**src/rtl/mod_n_counter.sv**
```systemverilog
`timescale 1ns/1ps
// Modulo-N up/down counter with synchronous clear, active-low parallel load,
// cascadable terminal-count output and a registered wrap pulse.
module mod_n_counter #(
  parameter int WIDTH   = 4,
  parameter int MODULUS = 10
) (
  input  logic             CP,
  input  logic             CR,
  input  logic             SCLR,
  input  logic             LD,
  input  logic             CTP,
  input  logic             CTT,
  input  logic             UP,
  input  logic [WIDTH-1:0] D,
  output logic [WIDTH-1:0] Q,
  output logic             Co,
  output logic             WRAP
);

  localparam longint MAX_MOD = longint'(1) << WIDTH;

  generate
    if (MODULUS < 2 || longint'(MODULUS) > MAX_MOD) begin : g_bad_modulus
      $error("mod_n_counter: MODULUS must lie in 2..2**WIDTH");
    end
  endgenerate

  // MOD_EXT carries one extra bit so MODULUS = 2**WIDTH is representable.
  localparam logic [WIDTH:0]   MOD_EXT = (WIDTH+1)'(MODULUS);
  localparam logic [WIDTH-1:0] TOP_VAL = WIDTH'(MODULUS - 1);
  localparam logic [WIDTH-1:0] ZERO    = {WIDTH{1'b0}};
  localparam logic [WIDTH-1:0] ONE     = WIDTH'(1);

  logic [WIDTH-1:0] q_r;
  logic             wrap_r;
  logic [WIDTH-1:0] q_nxt_s;
  logic             wrap_nxt_s;
  logic             count_s;
  logic             term_s;

  function automatic logic [WIDTH-1:0] count_step(input logic [WIDTH-1:0] q,
                                                  input logic up);
    logic [WIDTH-1:0] r;
    if (up) begin
      r = (q == TOP_VAL) ? ZERO : q + ONE;
    end else begin
      r = (q == ZERO) ? TOP_VAL : q - ONE;
    end
    return r;
  endfunction

  assign count_s = CTP & CTT;
  assign term_s  = UP ? (q_r == TOP_VAL) : (q_r == ZERO);

  // Next-state selection: clear, then load, then count, else hold.
  always_comb begin
    q_nxt_s    = q_r;
    wrap_nxt_s = 1'b0;
    if (SCLR) begin
      q_nxt_s = ZERO;
    end else if (!LD) begin
      if ({1'b0, D} < MOD_EXT) begin
        q_nxt_s = D;
      end else begin
        q_nxt_s = ZERO;
      end
    end else if (count_s) begin
      q_nxt_s    = count_step(q_r, UP);
      wrap_nxt_s = term_s;
    end else begin
      q_nxt_s    = q_r;
      wrap_nxt_s = 1'b0;
    end
  end

  // State registers with asynchronous reset.
  always_ff @(posedge CP or posedge CR) begin
    if (CR) begin
      q_r    <= ZERO;
      wrap_r <= 1'b0;
    end else begin
      q_r    <= q_nxt_s;
      wrap_r <= wrap_nxt_s;
    end
  end

  assign Q    = q_r;
  assign WRAP = wrap_r;
  assign Co   = CTT & term_s;

endmodule

```
**config.mk**
```make
export PLATFORM = sky130hd
export DESIGN_NAME = mod_n_counter
export DESIGN_NICKNAME = d
export VERILOG_FILES = /design/src/rtl/mod_n_counter.sv
export SDC_FILE = /design/constraint.sdc
export NUM_CORES = 1
export LEC_CHECK = 0
export CAP_MARGIN = 20
export CORE_AREA = 2 2 39 41
export CTS_BUF_LIST = sky130_fd_sc_hd__clkbuf_4
export DETAILED_ROUTE_END_ITERATION = 16
export DIE_AREA = 0 0 41 43
export PLACE_DENSITY = 0.64
export SLEW_MARGIN = 15
export SYNTH_ARGS = -nofsm -noshare
export SYNTH_HDL_FRONTEND = slang
export SYNTH_SLANG_ARGS = --single-unit
```
**constraint.sdc**
```tcl
create_clock -name CP -period 3.1 [get_ports CP]
set_clock_uncertainty 0.15 [all_clocks]
set_input_delay 0.31 -clock CP [delete_from_list [all_inputs] [get_ports CP]]
set_output_delay 0.31 -clock CP [all_outputs]
set_load 0.02 [all_outputs]
```
* After elaboration in Yosys (flattened, before gate mapping)
Cells that the tools add are included.
** Word-level totals
- Register bits :: 5
** Cells by class
- Add/sub/neg operators :: 2
- Order comparisons :: 1
- Equality and inequality tests :: 2
- Multiplexer cells :: 11
- Bitwise operators :: 2
- Reduce and logical (&&, ||, !) cells :: 1
** Operators by type and width (count)
- 2-to-1 mux 4 bit :: 7
- adder 4 x 1 -> 4 bit (second input constant) :: 1
- equality test 4 bit (second input constant) :: 1
- logical NOT 4 bit :: 1
- less-than comparator 4 bit (second input constant) :: 1
- 2-to-1 mux 1 bit :: 4
- subtractor 4 x 1 -> 4 bit (second input constant) :: 1
- inequality test 3 x 2 -> 1 bit (second input constant) :: 1
- AND 1 bit :: 2

* Depth between registers and ports, before layout
Gate-level depths: netlist of run 1.
- Depth after elaboration :: 6
- Depth in mapped cells :: 5
- Gate-level depth less buffers :: 4

* Worst setup path after synthesis of run 1
OpenSTA, ideal clock, no wires.
- Kind :: register to register
- Start point :: reg q_r[1] (netlist: Q[1])
- End point :: reg q_r[3] (netlist: Q[3])
- Setup time :: 0.087 ns
- Arrival :: 1.446 ns
- Path slack :: 1.417 ns
- Cell stages (with the launch flop) :: 6
- Path buffers :: 1
- Period minus slack after synthesis :: 1.683 ns
- Path through :: dfrtp_1 buf_6 or4_4 nor2_2 a211oi_1 a211oi_2
** On the way
- Cells in the longest elaborated chain, start to end :: 6
** RTL lines
- from (decl) :: RTL line 35 : logic [WIDTH-1:0] q_r;
- from (signal assigned) :: RTL line 83 : q_r <= q_nxt_s;
- subtractor 4 x 1 -> 4 bit (tied with other cells) :: RTL line 48 : r = (q == ZERO) ? TOP_VAL : q - ONE;
- 2-to-1 mux 4 bit, on equally long branches :: RTL line 48, 46
- 2-to-1 mux 4 bit (*) :: RTL line 45 : if (up) begin
- 2-to-1 mux 4 bit (*) :: RTL line 68 : end else if (count_s) begin
- 2-to-1 mux 4 bit (*) :: RTL line 62 : end else if (!LD) begin
- 2-to-1 mux 4 bit (*) :: RTL line 60 : if (SCLR) begin
Mark *: on every way between the ends. The rest lies on a longest branch, timed or not. The select of a mux whose other input is x is not followed.
A chain may end at the register's enable or synchronous reset.

* Worst setup path in the final report of run 1
- Start point :: in UP
- End point :: out Co
** On the way
- Cells in the longest elaborated chain, start to end :: 2
** RTL lines
- from (decl) :: RTL line 14 : input logic UP,
- 2-to-1 mux 1 bit :: RTL line 54 : assign term_s = UP ? (q_r == TOP_VAL) : (q_r == ZERO);
- AND 1 bit :: RTL line 90 : assign Co = CTT & term_s;
- to (decl) :: RTL line 17 : output logic Co,
Every way passes these cells.

==> metrics.txt, run 1 <==
worst setup margin 0.625 ns; Comb pwr share 28.3%; Crit path arrival time 2.01 ns; Static Leak 0.248 nW; I/O Buffers 16; clk sinks 5; worst vdd ir 0.000275 V; Synthesis Warnings 0; GRT Util Overall 15.3%; hold-fix buffers at CTS 0; die area 1760 um^2; CTS max path bufs 2; Worst Path Max Fanout 12; Syn Nets 71; Post-CTS Setup Repair Bufs 0; Slew Limit Fails 0; Die X 41 um; #FFs+latches synth 5; Num CTS Buffers 3; Layout Utilization 45.8%; Fmax 404 MHz; antenna fix cells 0; reg2reg start Q[0]; Reg clk slew, reported paths 0.05 ns; Setup crit start UP; Worst-Margin Slew 0.400 ns; worst relative slew slack 73.0%; Seq/Total Area, Yosys 27.2%; first-pass GRT wire length 1.75 mm; syn_area_per_cell 7.65 um^2; vias in the first global route 396; H-tree lvl count 1; Sw Share 29.7%; category of the most critical setup path primary input to output pin; drt total wl 1.06 mm; top cell type's share of synthesized area 27.2%; routed vias 452; top cells by area, synth dfrtp_1, o22ai_1, a211oi_1; initial antenna violation count 0; Cells after Synth 60; Overall Power 0.000231 W; clock tree from TritonCTS built; IO Pins 17; Area growth syn-to-layout 38.1%; Initial Util 33.2%; share of cells above drive strength 1 9.46%; maxcap violations 0; worst slack at placement 0.616 ns; largest net degree at the start of global routing 13; Clock Power Share 37.2%; setup TNS 0 ns; grt ovf 0; Core Rows 14; Clock Latency Late Sink 0.25 ns; pwr dens 364 nW/um^2; Pre-Repair DR Iteration Count 4; Netlist cell types 27; hpwl dp 776 um; required time of the critical path 2.64 ns; RSZ-0062 raised after global routing false; part of the power in registers 34.5%; final hold vios 0; PostCTS Resize Cnt 0; internal power 0.000162 W; clk root buf clkbuf_4; nets 86; Finish-stage setup viols 0; drt via density 5.02; routed len/inst 11.8 um; Post-route DRC 0; die height 43 um; post-route ant nets 0; Synth area leader dfrtp_1; DR iter-0 viols 10; post-layout minimum cycle time 2.47 ns; Psw 0.0000687 W; core area 1380 um^2; status complete, no violations; Syn Std Cell Area 459 um^2; CP endpoint kind output pin; gpl congestion 0.787; period utilization 79.8%; Worst setup SP type primary input; path category of the worst min-delay check primary input to async pin
==> cell usage after synthesis <==
master / count
nor3b_1: 1
nor4b_1: 1
and3_1: 1
xnor2_1: 2
and4_1: 1
a21oi_1: 4
nand2_1: 5
or4_4: 1
nor2b_1: 3
a41oi_1: 1
clkbuf_1: 1
nor2_1: 4
inv_1: 4
o22ai_1: 4
and2_1: 2
o21ai_0: 4
and3b_1: 1
o21bai_1: 1
a211oi_2: 1
nor2_2: 1
a211oi_1: 3
buf_6: 1
a2111oi_0: 1
nor3_1: 2
dfrtp_1: 5
nand4b_1: 1
buf_2: 4
==> path summary, 6_finish.rpt <==
check	endpoint	slack, ns	cells after the start
setup / recovery	Co	0.63	5
hold / removal	Q[1]	0.11	2
setup reg to reg	Q[3]	1.39	4
hold reg to reg	Q[1]	0.58	2
max in group asynchronous	Q[0]	2.52	2
min in group CP	Q[0]	0.55	3
==> logic make-up after synthesis <==
family | count (synthesis) | share of synthesized area (%)
XOR/XNOR | 2 | 3.82
buffers and inverters | 10 | 10.9
AO/OA/AOI/OAI | 19 | 27.2
AND/OR/NAND/NOR | 24 | 30.8
flip-flops | 5 | 27.2
==> per-layer routing <==
metal / track usage [%] / up-vias / wire, um
li1: - / 243 / -
met2: 21.3 / 16 / 494
met5: 0 / - / 0
met1: 18.4 / 193 / 495
met4: 6.00 / 0 / 0
met3: 9.42 / 0 / 72
==> power groups by stage <==
stage | sequential (W) | clock, W | combinational, W
global placement | 0.0000807 | 0 | 0.0000651
CTS | 0.0000797 | 0.0000901 | 0.0000656
global route | 0.0000811 | 0.000100 | 0.0000725
floorplan | 0.0000772 | 0 | 0.0000428
finish | 0.0000796 | 0.0000860 | 0.0000655
detailed placement | 0.0000809 | 0 | 0.0000652
==> sequential cells by signal (all words and copies together) (netlist names) <==
register	count
WRAP	1
Q	4
==> placed cells by master (no fill, tap or decap) <==
cell,count
and3_1,1
clkbuf_4,4
xnor2_1,2
and2_1,2
and3b_1,1
a211oi_1,3
and4_1,1
inv_1,4
nor2_1,4
o21bai_1,1
o22ai_1,4
nor4b_1,1
o21ai_0,4
clkdlybuf4s50_1,16
nor2_2,1
a21oi_1,4
nor2b_1,3
nor3_1,2
a211oi_2,1
nand4b_1,1
nor3b_1,1
a41oi_1,1
a2111oi_0,1
nand2_1,5
or4_4,1
dfrtp_1,5
==> cell type report <==
class	count	area, um^2
Inverter	4	15.0
Clock buffer	4	30.0
Tap cell	16	20.0
Timing Repair Buffer	16	160
Multi-Input combinational cell	45	284
Sequential cell	5	125
Fill cell	146	749
==> stage by stage <==
stage	area, um^2	hold slack (ns)	std cells
global placement	604	0.374	86
finish	634	0.109	90
CTS	634	0.107	90
detailed placement	604	0.368	86
floorplan	459	-0.0615	60
global route	634	0.114	90
==> worst max-delay path: stages <==
cell and delay, ns:
clkdlybuf4s50_1 0.66, and3_1 0.20, nor2_1 0.05, and3b_1 0.20, clkdlybuf4s50_1 0.59
(Power assumes the default switching activity.)
==> run 2: changes to the inputs <==
Settings changed: PLACE_DENSITY 0.64 to 0.66.
Clock period 3.1 ns to 2.1 ns, I/O delays scaled along.
==> run 2 against run 1 <==
Effect of this change:
- non-clock buffer count is 5 higher
- worst hold slack worse by 0.10 ns
- cell area grew 5.7%
- sequential share of layout area is 1.1 points lower
- utilization up 2.6 points
- global-route usage down 0.20 points
- first-iteration DRC count rose by 30%
- setup slack worse by 0.38 ns
- register-to-register slack worse by 1.1 ns
- sequential power up 42%
- largest power group unchanged
==> metrics.txt, run 2 (synthesis gave the netlist of run 1 again) <==
clk sinks 5 (unchanged); CP endpoint kind output pin (unchanged); I/O Buffers 16 (unchanged); Final Instance Area 671 um^2 (was 634 um^2); Pre-Repair DR Iteration Count 4 (unchanged); Post-route DRC 0 (unchanged); drt via density 5.43 (was 5.02); path category of the worst min-delay check primary input to async pin (unchanged); hold-fix buffers at CTS 0 (unchanged); required time of the critical path 1.74 ns (was 2.64 ns); worst setup margin 0.245 ns (was 0.625 ns); Worst-Margin Slew 0.357 ns (was 0.400 ns); dpl cell area 642 um^2 (was 604 um^2); DR iter-0 viols 13 (was 10); die area 1760 um^2 (unchanged); nets 91 (was 86); max layer used met3 (unchanged); period utilization 88.3%; H-tree lvl count 1 (unchanged); Fmax 539 MHz; Die X 41 um (unchanged); first-pass GRT wire length 1.79 mm (was 1.75 mm); Crit path arrival time 1.49 ns (was 2.01 ns); vias in the first global route 434 (was 396); core area 1380 um^2 (unchanged); antenna fix cells 0 (unchanged); commonest non-fill, non-tap cell in the layout clkdlybuf4s50_1 (unchanged); maxcap violations 0 (unchanged); pwr dens 517 nW/um^2 (was 364 nW/um^2); grt ovf 0 (unchanged); share of cells above drive strength 1 15.2% (was 9.46%); hpwl dp 817 um (was 776 um); Core Rows 14 (unchanged); largest net degree at the start of global routing 12 (was 13); Initial Util 33.2% (unchanged); status complete, no violations (unchanged); IO Pins 17 (unchanged); reg2reg start Q[0] (unchanged); initial antenna violation count 0 (unchanged); setup TNS 0 ns (unchanged); clock tree from TritonCTS built (unchanged); metal2 WL 512 um (was 494 um); Worst Path Max Fanout 8 (was 12); final hold vios 0 (unchanged); M1 WL 442 um (was 495 um); post-route ant nets 0 (unchanged); Finish-stage setup viols 0 (unchanged); Reg clk slew, reported paths 0.04 ns (was 0.05 ns); worst slack at placement 0.0317 ns (was 0.616 ns); R2R cell count 5 (was 4); gpl congestion 0.808 (was 0.787); Worst setup SP type register (was primary input); Largest register FFs 4 (unchanged); Clock Latency Late Sink 0.24 ns (was 0.25 ns); CTS max path bufs 2 (unchanged); routed vias 516 (was 452); worst vdd ir 0.000349 V (was 0.000275 V); routed len/inst 11.1 um (was 11.8 um); Setup crit start Q[0] (was UP); drt total wl 1.06 mm (about the same); most frequent cells in the layout clkdlybuf4s50_1, dfrtp_1, nand2_1, buf_4 (was clkdlybuf4s50_1, dfrtp_1, nand2_1); Slew Limit Fails 0 (unchanged); clk root buf clkbuf_4 (unchanged); worst relative slew slack 75.6% (was 73.0%); GRT Util Overall 15.1% (was 15.3%); die height 43 um (unchanged); RSZ-0062 raised after global routing false (unchanged); DR WL met3 103 um (was 72 um); Area growth syn-to-layout 46.0% (was 38.1%); Static Leak 0.277 nW (was 0.248 nW); Num CTS Buffers 3 (unchanged); post-layout minimum cycle time 1.85 ns; category of the most critical setup path register to output pin (was primary input to output pin)
run 2: cell types whose count changed in the layout (fill, tap and decap cells not counted):
cell,before,now
clkdlybuf4s50_1,16,15
dlygate4sd2_1,0,1
buf_4,0,5
run 2: metrics by stage:
step	std cells	hold slack [ns]	utilization, %	total power [W]
final	95	0.00648	48.5	0.000347
after global routing	95	0.0420	48.5	0.000374
after global placement	91	0.264	46.4	0.000226
after CTS	95	0.00207	48.5	0.000353
after detailed placement	91	0.266	46.4	0.000226
after floorplan	60	-0.161	-	0.000177
run 2: metal layers:
layer	up-vias	global-route usage (%)
met3	0	4.71
met1	239	20.7
met2	25	21.3
met4	0	6.00
li1	252	-
met5	-	0
run 2: cell type report:
cell class                      instances  area (um^2)
Timing Repair Buffer                   21          196
Clock buffer                            4         30.0
Sequential cell                         5          125
Tap cell                               16         20.0
Multi-Input combinational cell         45          284
Fill cell                             143          713
Inverter                                4         15.0
run 2: final timing paths:
kind,end,slack [ns]
max,Co,0.25
min,Q[3],0.006
max reg2reg,Q[3],0.31
min reg2reg,WRAP,0.54
max in group asynchronous,Q[1],1.63
min in group CP,Q[0],0.45
run 2: power breakdown:
| part | leakage, nW | internal (W) | total (W) | switching, W |
|---|---|---|---|---|
| registers | 0.0665 | 0.000102 | 0.000113 | 0.0000102 |
| clock network | 0.0184 | 0.0000846 | 0.000123 | 0.0000381 |
| logic | 0.192 | 0.0000603 | 0.000112 | 0.0000514 |
| total | 0.277 | 0.000247 | 0.000347 | 0.0000997 |
run 2: critical path: stages (launching register included):
cell and delay (ns):
dfrtp_1 0.45, and3_1 0.18, nor2_1 0.13, and3b_1 0.18, dlygate4sd2_1 0.31
run 2: what timing repair did:
| action | in CTS | in global routing |
|---|---|---|
| setup buffers | 0 | 0 |
| resized for setup | 1 | 0 |
| endpoints found under the setup margin | 1 | 0 |
